File: src/rtl/avg_sink_buffer.sv
// avg_sink_buffer
//   Decimating show-ahead FIFO that sits behind the smoothing stage. Keeps one
//   of every (decim+1) upstream samples and buffers the kept samples for a
//   downstream consumer. A kept sample that finds the FIFO full (with no pop
//   in the same cycle) is dropped and latches the sticky overflow flag.
//
// Ports
//   clk        rising-edge clock
//   reset      asynchronous, active-high reset
//   in_ready   upstream sample strobe (smoothing stage ready output)
//   in_data    upstream smoothed sample, DW bits
//   decim      decimation control, keep 1 of every (decim+1) samples
//   out_valid  FIFO head word valid (level != 0)
//   out_data   FIFO head word, show-ahead, fully registered
//   out_ready  downstream accepts the head word
//   overflow   sticky: a kept sample was dropped; cleared only by reset
//   level      FIFO occupancy, 0..DEPTH
module avg_sink_buffer #(
  parameter int DEPTH = 8,
  parameter int DW    = 16
) (
  input  logic                     clk,
  input  logic                     reset,
  input  logic                     in_ready,
  input  logic [DW-1:0]            in_data,
  input  logic [3:0]               decim,
  output logic                     out_valid,
  output logic [DW-1:0]            out_data,
  input  logic                     out_ready,
  output logic                     overflow,
  output logic [$clog2(DEPTH):0]   level
);

  localparam int AW = $clog2(DEPTH);
  localparam logic [AW:0]   FULL_LEVEL = DEPTH[AW:0];
  localparam logic [AW:0]   ONE_LEVEL  = {{AW{1'b0}}, 1'b1};
  localparam logic [AW-1:0] PTR_ONE    = {{(AW-1){1'b0}}, 1'b1};

  logic [DW-1:0] mem [DEPTH];
  logic [AW-1:0] wr_ptr;
  logic [AW-1:0] rd_ptr;
  logic [AW-1:0] rd_ptr_inc;
  logic [AW:0]   level_q;
  logic [3:0]    dcnt;
  logic [DW-1:0] head;
  logic [DW-1:0] head_next;
  logic          overflow_q;

  logic keep;
  logic pop;
  logic full;
  logic push;
  logic drop;

  assign keep       = in_ready && (dcnt == 4'd0);
  assign pop        = (level_q != '0) && out_ready;
  assign full       = (level_q == FULL_LEVEL);
  assign push       = keep && (!full || pop);
  assign drop       = keep && full && !pop;
  assign rd_ptr_inc = rd_ptr + PTR_ONE;

  // The head register mirrors mem[rd_ptr] one edge ahead so out_data is a
  // plain flop: reset-clean and free of any path from in_data.
  always_comb begin
    head_next = head;
    if (pop) begin
      if (level_q == ONE_LEVEL) begin
        if (push) head_next = in_data;
      end else begin
        head_next = mem[rd_ptr_inc];
      end
    end else if (push && (level_q == '0)) begin
      head_next = in_data;
    end
  end

  always_ff @(posedge clk or posedge reset) begin
    if (reset) begin
      dcnt <= 4'd0;
    end else if (in_ready) begin
      // decim is live; lowering it below dcnt wraps on the next sample.
      dcnt <= (dcnt >= decim) ? 4'd0 : dcnt + 4'd1;
    end
  end

  always_ff @(posedge clk or posedge reset) begin
    if (reset) begin
      wr_ptr     <= '0;
      rd_ptr     <= '0;
      level_q    <= '0;
      head       <= '0;
      overflow_q <= 1'b0;
    end else begin
      if (push) wr_ptr <= wr_ptr + PTR_ONE;
      if (pop)  rd_ptr <= rd_ptr_inc;
      case ({push, pop})
        2'b10:   level_q <= level_q + ONE_LEVEL;
        2'b01:   level_q <= level_q - ONE_LEVEL;
        default: level_q <= level_q;
      endcase
      head <= head_next;
      if (drop) overflow_q <= 1'b1;
    end
  end

  // Storage is deliberately not reset; a word is only visible after a write.
  always_ff @(posedge clk) begin
    if (push) mem[wr_ptr] <= in_data;
  end

  assign out_valid = (level_q != '0);
  assign out_data  = head;
  assign overflow  = overflow_q;
  assign level     = level_q;

endmodule

File: config.mk
export PLATFORM = sky130hd
export DESIGN_NAME = avg_sink_buffer
export DESIGN_NICKNAME = d
export VERILOG_FILES = /design/src/rtl/avg_sink_buffer.sv
export SDC_FILE = /design/constraint.sdc
export NUM_CORES = 1
export LEC_CHECK = 0
export ABC_CLOCK_PERIOD_IN_PS = 3100
export BUFFER_PORTS_ARGS = -buffer_cell sky130_fd_sc_hd__buf_2
export CAP_MARGIN = 20
export CORE_ASPECT_RATIO = 0.6
export CORE_MARGIN = 2
export CORE_UTILIZATION = 40
export CTS_CLUSTER_DIAMETER = 120
export DETAILED_ROUTE_END_ITERATION = 16
export HOLD_SLACK_MARGIN = 0.08
export PLACE_DENSITY = 0.53
export SLEW_MARGIN = 25
export SYNTH_ARGS = -nofsm -noshare
export SYNTH_HDL_FRONTEND = slang
export SYNTH_SLANG_ARGS = --single-unit
File: constraint.sdc
create_clock -name clk -period 3.1 [get_ports clk]
set_input_delay 0.62 -clock clk [delete_from_list [all_inputs] [get_ports clk]]
set_output_delay 0.62 -clock clk [all_outputs]
set_load 0.01 [all_outputs]
==> results.json, run 1 <==
{
  "cts_buffer_depth": 2,
  "layout_common_cells": "edfxtp_1, buf_2, nand2_1",
  "n_antenna_cell": 0,
  "clock-sinks": 159,
  "whs_ns": 0.2636,
  "worstPathArrival_ns": 1.82,
  "post-cts-setup-buffer-count": 0,
  "critPathKind": "reg -> out",
  "dieArea_um2": 17500,
  "clk_pin_slew_worst_paths_ns": 0.06,
  "clk_latency_ns": 0.41,
  "cts_root_buf": "clkbuf_16",
  "routed_wl_um": 13590,
  "routedWlPerCell_um": 20.94,
  "synth_warnings": 0,
  "syn_nets": 393,
  "vdd_drop_max_mv": 0.3832,
  "hold_buffers": 0,
  "vias_per_cell": 5.225,
  "die-width_um": 169.4,
  "hpwlAfterDp_um": 9150,
  "rows": 36,
  "dr.pass1.iters": 5,
  "netlist_area_um2": 6569,
  "finalClockSkew_ns": 0.01078,
  "cts_tree": "built",
  "max_freq_mhz": 409.4,
  "timing.slew.headroom": 0.4327,
  "ys_ff_latch": 159,
  "nNetsFinal": 462,
  "setup_violations": 0,
  "syn_inst": 358,
  "gp_congestion": 0.7542,
  "initial_core_util": 0.4062,
  "drt_iter0_markers": 224,
  "die_h_um": 103.3,
  "grt_overflow": 0,
  "cts_htree_levels": 4,
  "ctsResizeCount": 0,
  "status": "finished clean",
  "syn2layout_area_growth_pct": 17.24,
  "power_leakage_nw": 2.872,
  "r2r_start": "level[0]",
  "dp_cells": 617,
  "grt_use_total": 0.1665,
  "numCtsBuffers": 17,
  "startpoint": "level[0]",
  "postRouteAntennaNets": 0,
  "worst_pin_slew_ns": 0.8457,
  "rsz0062_at_grt": "no",
  "grt_pass1_wl_um": 20800,
  "critPathMaxFanout": 5,
  "syn_area_per_cell_um2": 18.35,
  "antenna_found_initial": 0,
  "synth_cell_types": 40,
  "final-hold-violation-count": 0,
  "drv_cap": 0,
  "drive_gt1_frac": 0.2705,
  "cp-start-kind": "flip-flop",
  "setup_tns_ns": 0,
  "io_buffers": 45,
  "period_minus_slack_ns": 2.442,
  "hp-class": "in -> async",
  "power_density_nw_per_um2": 976.3,
  "ios": 46,
  "vias": 3391,
  "drc": 0,
  "core_area_um2": 16170,
  "end_kind": "output pin",
  "grt_max_degree": 33,
  "layoutNonFillerInstCount": 649,
  "slew_violations": 0,
  "ys_seq_area_frac": 0.7032,
  "required_ns": 2.48,
  "final_common_cell": "edfxtp_1",
  "grt_pass1_vias": 3409,
  "min_period_over_period": 0.7879
}
## power by group
group | internal (mW) | switching, mW
clock | 1.24 | 0.821
sequential | 2.65 | 0.218
combinational | 1.19 | 1.40
## layout make-up
| cell class | instances | area, µm² |
|---|---|---|
| clock buffer | 21 | 460.4 |
| clock inverter | 11 | 131.4 |
| fill | 1327 | 8469 |
| inverter | 13 | 48.80 |
| multi-input combinational | 171 | 1803 |
| sequential | 159 | 4621 |
| tap | 209 | 261.5 |
| timing repair buffer | 65 | 375.4 |
## worst max-delay path, cell delays in order (launching register included)
cell	delay, ns
dfrtp_1	0.43
inv_1	0.13
ha_1	0.24
nor3b_2	0.37
inv_2	0.09
buf_2	0.15
## routing by layer
layer,vias up,routed length (µm),global-route usage
met4,0,95,0.05325
met3,9,982,0.03767
met5,-,0,0
li1,1568,-,-
met1,1739,6737,0.2549
met2,75,5777,0.2367
## cell usage after synthesis (all sizes together)
| master | number | share of area |
|---|---|---|
| a21o | 3 | 0.0034 |
| a21oi | 4 | 0.0030 |
| a2bb2oi | 1 | 0.0013 |
| and2b | 1 | 0.0011 |
| and3 | 1 | 0.00095 |
| and4 | 1 | 0.0013 |
| and4bb | 1 | 0.0025 |
| buf | 11 | 0.016 |
| clkbuf | 4 | 0.0023 |
| dfrtp | 31 | 0.12 |
| edfxtp | 128 | 0.59 |
| ha | 11 | 0.021 |
| inv | 13 | 0.0074 |
| mux2 | 2 | 0.0034 |
| mux2i | 17 | 0.026 |
| mux4 | 32 | 0.12 |
| nand2 | 39 | 0.022 |
| nand2b | 3 | 0.0029 |
| nand3 | 3 | 0.0023 |
| nand3b | 1 | 0.0011 |
| nor2 | 7 | 0.0040 |
| nor3 | 5 | 0.0038 |
| nor3b | 1 | 0.0019 |
| nor4bb | 1 | 0.0015 |
| o21ai | 6 | 0.0046 |
| o221ai | 16 | 0.021 |
| o22ai | 3 | 0.0029 |
| o31a | 1 | 0.0013 |
| o31ai | 1 | 0.0019 |
| or2 | 1 | 0.00095 |
| or3 | 1 | 0.00095 |
| xnor2 | 5 | 0.0067 |
| xor2 | 3 | 0.0069 |
## state kept, by name, indices dropped and copies added, names as in the netlist
name,cells
dcnt,4
out_data,16
mem,128
rd_ptr,3
overflow,1
wr_ptr,3
level,4
## final timing paths
check                      depth (start not counted)          end  slack, ns
max in group asynchronous                          3  out_data[7]       2.22
max reg2reg                                        7    mem[7][2]       0.87
min in group clk                                   1     overflow       0.46
min reg2reg                                        1     overflow       0.46
min                                                2      dcnt[1]       0.26
max                                                5    out_valid       0.66
## metrics by stage
stage	cell area [µm²]	power [mW]	setup WS [ns]	util
2_1_floorplan	6569	4.761	0.1887	-
3_3_place_gp	7109	5.504	0.8655	0.4396
3_5_place_dp	7109	5.539	0.7891	0.4396
4_1_cts	7701	7.600	0.6581	0.4762
5_1_grt	7701	7.920	0.5538	0.4762
6_report	7701	7.518	0.6575	0.4762
## cells by family after synthesis
logic type               share of synthesized area
adder cells (fa/ha/maj)                    0.02095
XOR/XNOR                                   0.01352
buffers and inverters                      0.02609
multiplexers                                0.1488
AO/OA/AOI/OAI                              0.03981
AND/OR/NAND/NOR                            0.04762
flip-flops                                  0.7032
No activity file was read; power rests on OpenSTA's default activity.
==> inputs of run 2 (changes only) <==
--- a/config.mk
+++ b/config.mk
@@ -5,7 +5,8 @@
 export SDC_FILE = /design/constraint.sdc
 export NUM_CORES = 1
 export LEC_CHECK = 0
-export ABC_CLOCK_PERIOD_IN_PS = 3100
+export ABC_AREA = 1
+export ABC_CLOCK_PERIOD_IN_PS = 2300
 export BUFFER_PORTS_ARGS = -buffer_cell sky130_fd_sc_hd__buf_2
 export CAP_MARGIN = 20
 export CORE_ASPECT_RATIO = 0.6
@@ -14,7 +15,7 @@
 export CTS_CLUSTER_DIAMETER = 120
 export DETAILED_ROUTE_END_ITERATION = 16
 export HOLD_SLACK_MARGIN = 0.08
-export PLACE_DENSITY = 0.53
+export PLACE_DENSITY = 0.52
 export SLEW_MARGIN = 25
 export SYNTH_ARGS = -nofsm -noshare
 export SYNTH_HDL_FRONTEND = slang
==> constraint.sdc (replaced) <==
create_clock -name clk -period 2.3 [get_ports clk]
set_input_delay 0.46 -clock clk [delete_from_list [all_inputs] [get_ports clk]]
set_output_delay 0.46 -clock clk [all_outputs]
set_load 0.01 [all_outputs]
==> run 2 against run 1 <==
Net effect: clock skew is 0.00084 ns higher; die area is 11% higher; highest routed layer unchanged; clock-buffer cell count is 4 lower; routed wire length is 28% higher; sequential power is 32% higher.
==> results.json, run 2 <==
{
  "status": "finished clean",
  "synth-main-ff-cell": "edfxtp_1",
  "dp_cells": 1018,
  "synth_warnings": 0,
  "yosysTopAreaCellShare": 0.5245,
  "die_h_um": 108.8,
  "grt_overflow": 0,
  "dieArea_um2": 19460,
  "final_common_cell": "nand2_1",
  "critPathSlowestCell": "dfrtp_1",
  "power_density_nw_per_um2": 1330,
  "synth_edf_count": 128,
  "grt_use_total": 0.1936,
  "hp-class": "in -> reg",
  "drc": 0,
  "syn_nets": 774,
  "cp.buffers_inverters": 2,
  "grt_max_degree": 52,
  "postRouteAntennaNets": 0,
  "finalClockSkew_ns": 0.01162,
  "die-width_um": 178.7,
  "critPathTopFamily": "simple AND/OR/NAND/NOR gates",
  "n_antenna_cell": 0,
  "setup_violations": 0,
  "largest_register_ffs": 128,
  "routed_wl_um": 17470,
  "crit_chain": "inv_1 > ha_1 > nand3_1 > nand2_1 > or2_2 > nor2_1 > buf_4",
  "initial_core_util": 0.4067,
  "clock-sinks": 159,
  "ys_seq_area_frac": 0.6304,
  "rows": 38,
  "grt_use_met3": 0.04847,
  "ios": 46,
  "netlist_area_um2": 7328,
  "synthTopCellsByCount": "nand2_1, inv_1, edfxtp_1",
  "nNetsFinal": 833,
  "min_period_over_period": 0.9356,
  "cts_root_buf": "clkbuf_16",
  "critPathMaxFanout": 9,
  "vias_per_cell": 4.865,
  "met1_usage": 0.2674,
  "gp_congestion": 0.8904,
  "vdd_drop_max_mv": 0.8417,
  "synthArstFlopShare": 0.1950,
  "rsz0062_at_grt": "no",
  "grtUsageMet2": 0.3009,
  "layoutNonFillerInstCount": 1051,
  "clk_pin_slew_worst_paths_ns": 0.07,
  "place_area_um2": 7945,
  "antenna_found_initial": 0,
  "syn_inst": 739,
  "hpwlAfterDp_um": 11590,
  "routedWlPerCell_um": 16.62,
  "yosysMostFrequentCell": "nand2_1",
  "max_freq_mhz": 464.7,
  "worstPathArrival_ns": 2.27,
  "core_area_um2": 18020,
  "period_minus_slack_ns": 2.152,
  "ys_top_cells_by_area": "edfxtp_1, dfrtp_1, nand2_1, nand3_1, inv_1",
  "syn2layout_area_growth_pct": 17.19,
  "synth_cell_types": 31,
  "drive_gt1_frac": 0.1677,
  "post-cts-setup-buffer-count": 0,
  "power_mw": 11.42,
  "final_cell_area_um2": 8588,
  "numCtsBuffers": 17,
  "crit_path_max_incr_delay_ns": 0.45,
  "timing.slew.headroom": 0.6132,
  "synth_largest_area_cell": "edfxtp_1",
  "final-hold-violation-count": 0,
  "ys_ff_latch": 159,
  "io_buffers": 45,
  "end_kind": "flip-flop",
  "required_ns": 2.42,
  "clk_latency_ns": 0.43,
  "layout_common_cells": "nand2_1, inv_1, edfxtp_1",
  "drt_iter0_markers": 446,
  "power_leakage_nw": 3.881,
  "vias": 5113,
  "critPathKind": "reg -> reg",
  "grt_pass1_vias": 4935,
  "cts_buffer_depth": 2,
  "dr.pass1.iters": 5,
  "whs_ns": 0.3412,
  "cts_htree_levels": 4,
  "cp-start-kind": "flip-flop",
  "fin_util": 0.4766,
  "syn_area_per_cell_um2": 9.916,
  "worst_pin_slew_ns": 0.5802,
  "cts_tree": "built",
  "grt.busiest_layer": "met2",
  "regMostFlops": "mem",
  "grt_pass1_wl_um": 27490,
  "slew_violations": 0,
  "drv_cap": 0
}
[run 2: cell count changes in the layout (fill, tap and decap cells not counted), sizes merged, moves of 17 or more]
cell and change:
inv +129, a21oi +31, mux4 -32, nor2 +23, mux2i -17, nand2 +170, nand3 +101
[run 2: layout make-up]
type	instances	area [µm²]
inverter	135	506.7
tap	240	300.3
multi-input combinational	415	2043
sequential	159	4621
fill	1672	9432
timing repair buffer	70	494.2
clock inverter	15	197.7
clock buffer	17	425.4
[run 2: what timing repair did]
item | in CTS | in global routing
hold buffers | 1 | 0
gates resized for setup | 0 | 2
hold endpoints to repair | 6 | 0
endpoints found under the setup margin | 0 | 57
[run 2: per-layer routing]
metal  wire length, µm  vias up
li1                  -     2495
met1              8285     2442
met2              7864      155
met3              1049       21
met4               267        0
met5                 0        -
[run 2: through the flow]
stage / setup slack (ns) / TNS, ns
4_1_cts: 0.09255 / 0
5_1_grt: 0.03843 / 0
6_report: 0.1480 / 0
3_3_place_gp: 0.2099 / 0
2_1_floorplan: -0.1213 / -7.763
3_5_place_dp: 0.1099 / 0
[run 2: cells by family (layout without fill, tap and decap cells)]
kind of cell / after synthesis / in the layout / synth area share
flip-flops: 159 / 159 / 0.6304
adder cells (fa/ha/maj): 11 / 11 / 0.01878
AO/OA/AOI/OAI: 45 / 45 / 0.03705
XOR/XNOR: 10 / 10 / 0.01195
AND/OR/NAND/NOR: 349 / 349 / 0.2102
buffers and inverters: 165 / 237 / 0.09169
[run 2: path summary, 6_finish.rpt]
kind	depth (start not counted)	startpoint	slack [ns]	to
worst max-delay path	7	level[0]	0.15	mem[2][8]
worst min-delay path	1	in_data[4]	0.34	mem[7][4]
worst max register to register	7	level[0]	0.15	mem[2][8]
worst min register to register	1	overflow	0.47	overflow
max in group asynchronous	4	reset	1.27	wr_ptr[2]
min in group asynchronous	3	reset	0.55	out_data[14]
[run 2: report_power, final]
group | leakage, nW | internal (mW) | switching (mW)
Sequential | 1.51 | 3.53 | 0.260
Combinational | 2.06 | 1.56 | 3.10
Clock | 0.305 | 1.75 | 1.23
==> inputs of run 3 (changes only) <==
--- a/config.mk
+++ b/config.mk
@@ -5,17 +5,15 @@
 export SDC_FILE = /design/constraint.sdc
 export NUM_CORES = 1
 export LEC_CHECK = 0
-export ABC_AREA = 1
-export ABC_CLOCK_PERIOD_IN_PS = 2300
+export ABC_CLOCK_PERIOD_IN_PS = 2400
 export BUFFER_PORTS_ARGS = -buffer_cell sky130_fd_sc_hd__buf_2
-export CAP_MARGIN = 20
 export CORE_ASPECT_RATIO = 0.6
 export CORE_MARGIN = 2
 export CORE_UTILIZATION = 40
 export CTS_CLUSTER_DIAMETER = 120
 export DETAILED_ROUTE_END_ITERATION = 16
 export HOLD_SLACK_MARGIN = 0.08
-export PLACE_DENSITY = 0.52
+export PLACE_DENSITY = 0.53
 export SLEW_MARGIN = 25
 export SYNTH_ARGS = -nofsm -noshare
 export SYNTH_HDL_FRONTEND = slang
==> constraint.sdc (replaced) <==
create_clock -name clk -period 2.4 [get_ports clk]
set_input_delay 0.48 -clock clk [delete_from_list [all_inputs] [get_ports clk]]
set_output_delay 0.48 -clock clk [all_outputs]
set_load 0.01 [all_outputs]
==> run 3 against run 2 <==
Net effect: via count decreased by 34%; global-route usage decreased by 3.1 points; die area decreased by 10%; setup slack gained 0.023 ns; routed wire length is 24% lower; clock-buffer cell count unchanged; highest routed layer unchanged; critical path depth down 2; non-clock buffer count shrank 5; clock power down 14%.
==> results.json, run 3 (synthesis results as in run 1) <==
{
  "end_kind": "output pin",
  "cp-start-kind": "flip-flop",
  "largest_register_ffs": 128,
  "die_h_um": 103.3,
  "whs_ns": 0.1685,
  "vdd_drop_max_mv": 0.5023,
  "min_period_over_period": 0.9286,
  "fillers": 1369,
  "grt_use_total": 0.1624,
  "p_int_mw": 6.422,
  "grt_pass1_vias": 3442,
  "clk_latency_ns": 0.42,
  "power_frac_comb": 0.342,
  "gp_congestion": 0.7633,
  "setup_violations": 0,
  "rrSetupSlack_ns": 0.20,
  "rows": 36,
  "critPathKind": "reg -> out",
  "critPathSlowestCell": "dfrtp_1",
  "ios": 46,
  "nNetsFinal": 462,
  "finalClockSkew_ns": 0.01155,
  "initial_core_util": 0.4062,
  "worst_pin_slew_ns": 0.4927,
  "final-hold-violation-count": 0,
  "status": "finished clean",
  "drt_iter0_markers": 144,
  "n_antenna_cell": 0,
  "drv_cap": 0,
  "drc": 0,
  "clock-sinks": 159,
  "vias_per_cell": 5.211,
  "dr.pass1.iters": 4,
  "clk_pin_slew_worst_paths_ns": 0.06,
  "dieArea_um2": 17500,
  "post-cts-setup-buffer-count": 0,
  "cts_buffer_depth": 2,
  "grt_overflow": 0,
  "required_ns": 1.92,
  "cts_htree_levels": 4,
  "grt_max_degree": 33,
  "drive_gt1_frac": 0.2750,
  "grt_pass1_wl_um": 20400,
  "hpwlAfterDp_um": 8294,
  "crit_path_max_incr_delay_ns": 0.42,
  "max_freq_mhz": 448.7,
  "rsz0062_at_grt": "no",
  "power.share.clock": 0.269,
  "power_leakage_nw": 2.888,
  "routed_wl_um": 13250,
  "period_minus_slack_ns": 2.229,
  "antenna_found_initial": 0,
  "cts_root_buf": "clkbuf_16",
  "ctsResizeCount": 0,
  "syn2layout_area_growth_pct": 17.71,
  "power_mw": 9.548,
  "routedWlPerCell_um": 20.41,
  "die-width_um": 169.4,
  "worstPathArrival_ns": 1.75,
  "hp-class": "in -> async",
  "postRouteAntennaNets": 0,
  "power_density_nw_per_um2": 1235,
  "core_area_um2": 16170,
  "vias": 3382,
  "m1WireLength_um": 6424,
  "seq_area_um2": 4621,
  "power.switching_mw": 3.126,
  "multi_input_area_um2": 1809,
  "crit_chain": "inv_1 > ha_1 > nor3b_4 > inv_2 > buf_2",
  "hold_buffers": 0,
  "io_buffers": 45,
  "wl_met2_um": 6140,
  "pwr-share-seq": 0.389,
  "numCtsBuffers": 17,
  "wl_met3_um": 590,
  "critPathMaxFanout": 5,
  "final_common_cell": "edfxtp_1",
  "slew_violations": 0,
  "swShare": 0.3274,
  "topRoutingLayerUsed": "met4",
  "timing.slew.headroom": 0.6715,
  "layout_common_cells": "edfxtp_1, buf_2, nand2_1",
  "cts_tree": "built",
  "regMostFlops": "mem"
}
[run 3: cell count changes in the layout (fill, tap and decap cells not counted), moves of 16 or more]
| cell | delta |
|---|---|
| a21oi_1 | -21 |
| inv_1 | -120 |
| mux2i_1 | +17 |
| mux4_1 | +17 |
| nand2_1 | -163 |
| nand3_1 | -100 |
| o221ai_1 | +16 |
[run 3: power by group through the flow]
stage               sequential [mW]  clock (mW)  combinational (mW)
finish                         3.71        2.57                3.27
global placement               3.75           0                3.30
CTS                            3.71        2.62                3.34
floorplan                      3.79           0                2.37
global route                   3.76        2.76                3.62
detailed placement             3.76           0                3.34
[run 3: worst max-delay path, delay by kind of cell (launching register included)]
kind	cells	cell delay (ns)
DFF	1	0.42
and+or+nand+nor	1	0.32
buffers and inverters	3	0.35
adders and majority gates	1	0.24
[run 3: path summary, 6_finish.rpt]
path | cells past startpoint | endpoint | start
worst min-delay path | 3 | dcnt[0] | reset
worst min register to register | 1 | overflow | overflow
min in group clk | 2 | dcnt[0] | in_ready
max in group asynchronous | 3 | rd_ptr[0] | reset
worst max register to register | 7 | mem[7][3] | level[0]
worst max-delay path | 5 | out_valid | level[0]
[run 3: final cells by class]
cell class | count | area share
tap | 209 | 0.03382
inverter | 13 | 0.006311
sequential | 159 | 0.5976
clock inverter | 15 | 0.01780
timing repair buffer | 65 | 0.05550
multi-input combinational | 171 | 0.2340
clock buffer | 17 | 0.05502
[run 3: through the flow]
| step | instance area [µm²] | setup TNS [ns] | cells | util | setup slack [ns] |
|---|---|---|---|---|---|
| floorplan | 6579 | -8.726 | 358 | - | -0.08488 |
| global placement | 7159 | 0 | 617 | 0.4427 | 0.2537 |
| detailed placement | 7159 | 0 | 617 | 0.4427 | 0.1983 |
| CTS | 7722 | 0 | 649 | 0.4776 | 0.09601 |
| global route | 7732 | 0 | 649 | 0.4782 | 0.04230 |
| finish | 7732 | 0 | 649 | 0.4782 | 0.1714 |
[run 3: routing by layer]
| metal | vias to the layer above | track usage |
|---|---|---|
| met5 | - | 0 |
| met1 | 1737 | 0.2248 |
| li1 | 1568 | - |
| met4 | 0 | 0.04668 |
| met3 | 11 | 0.04376 |
| met2 | 66 | 0.2571 |
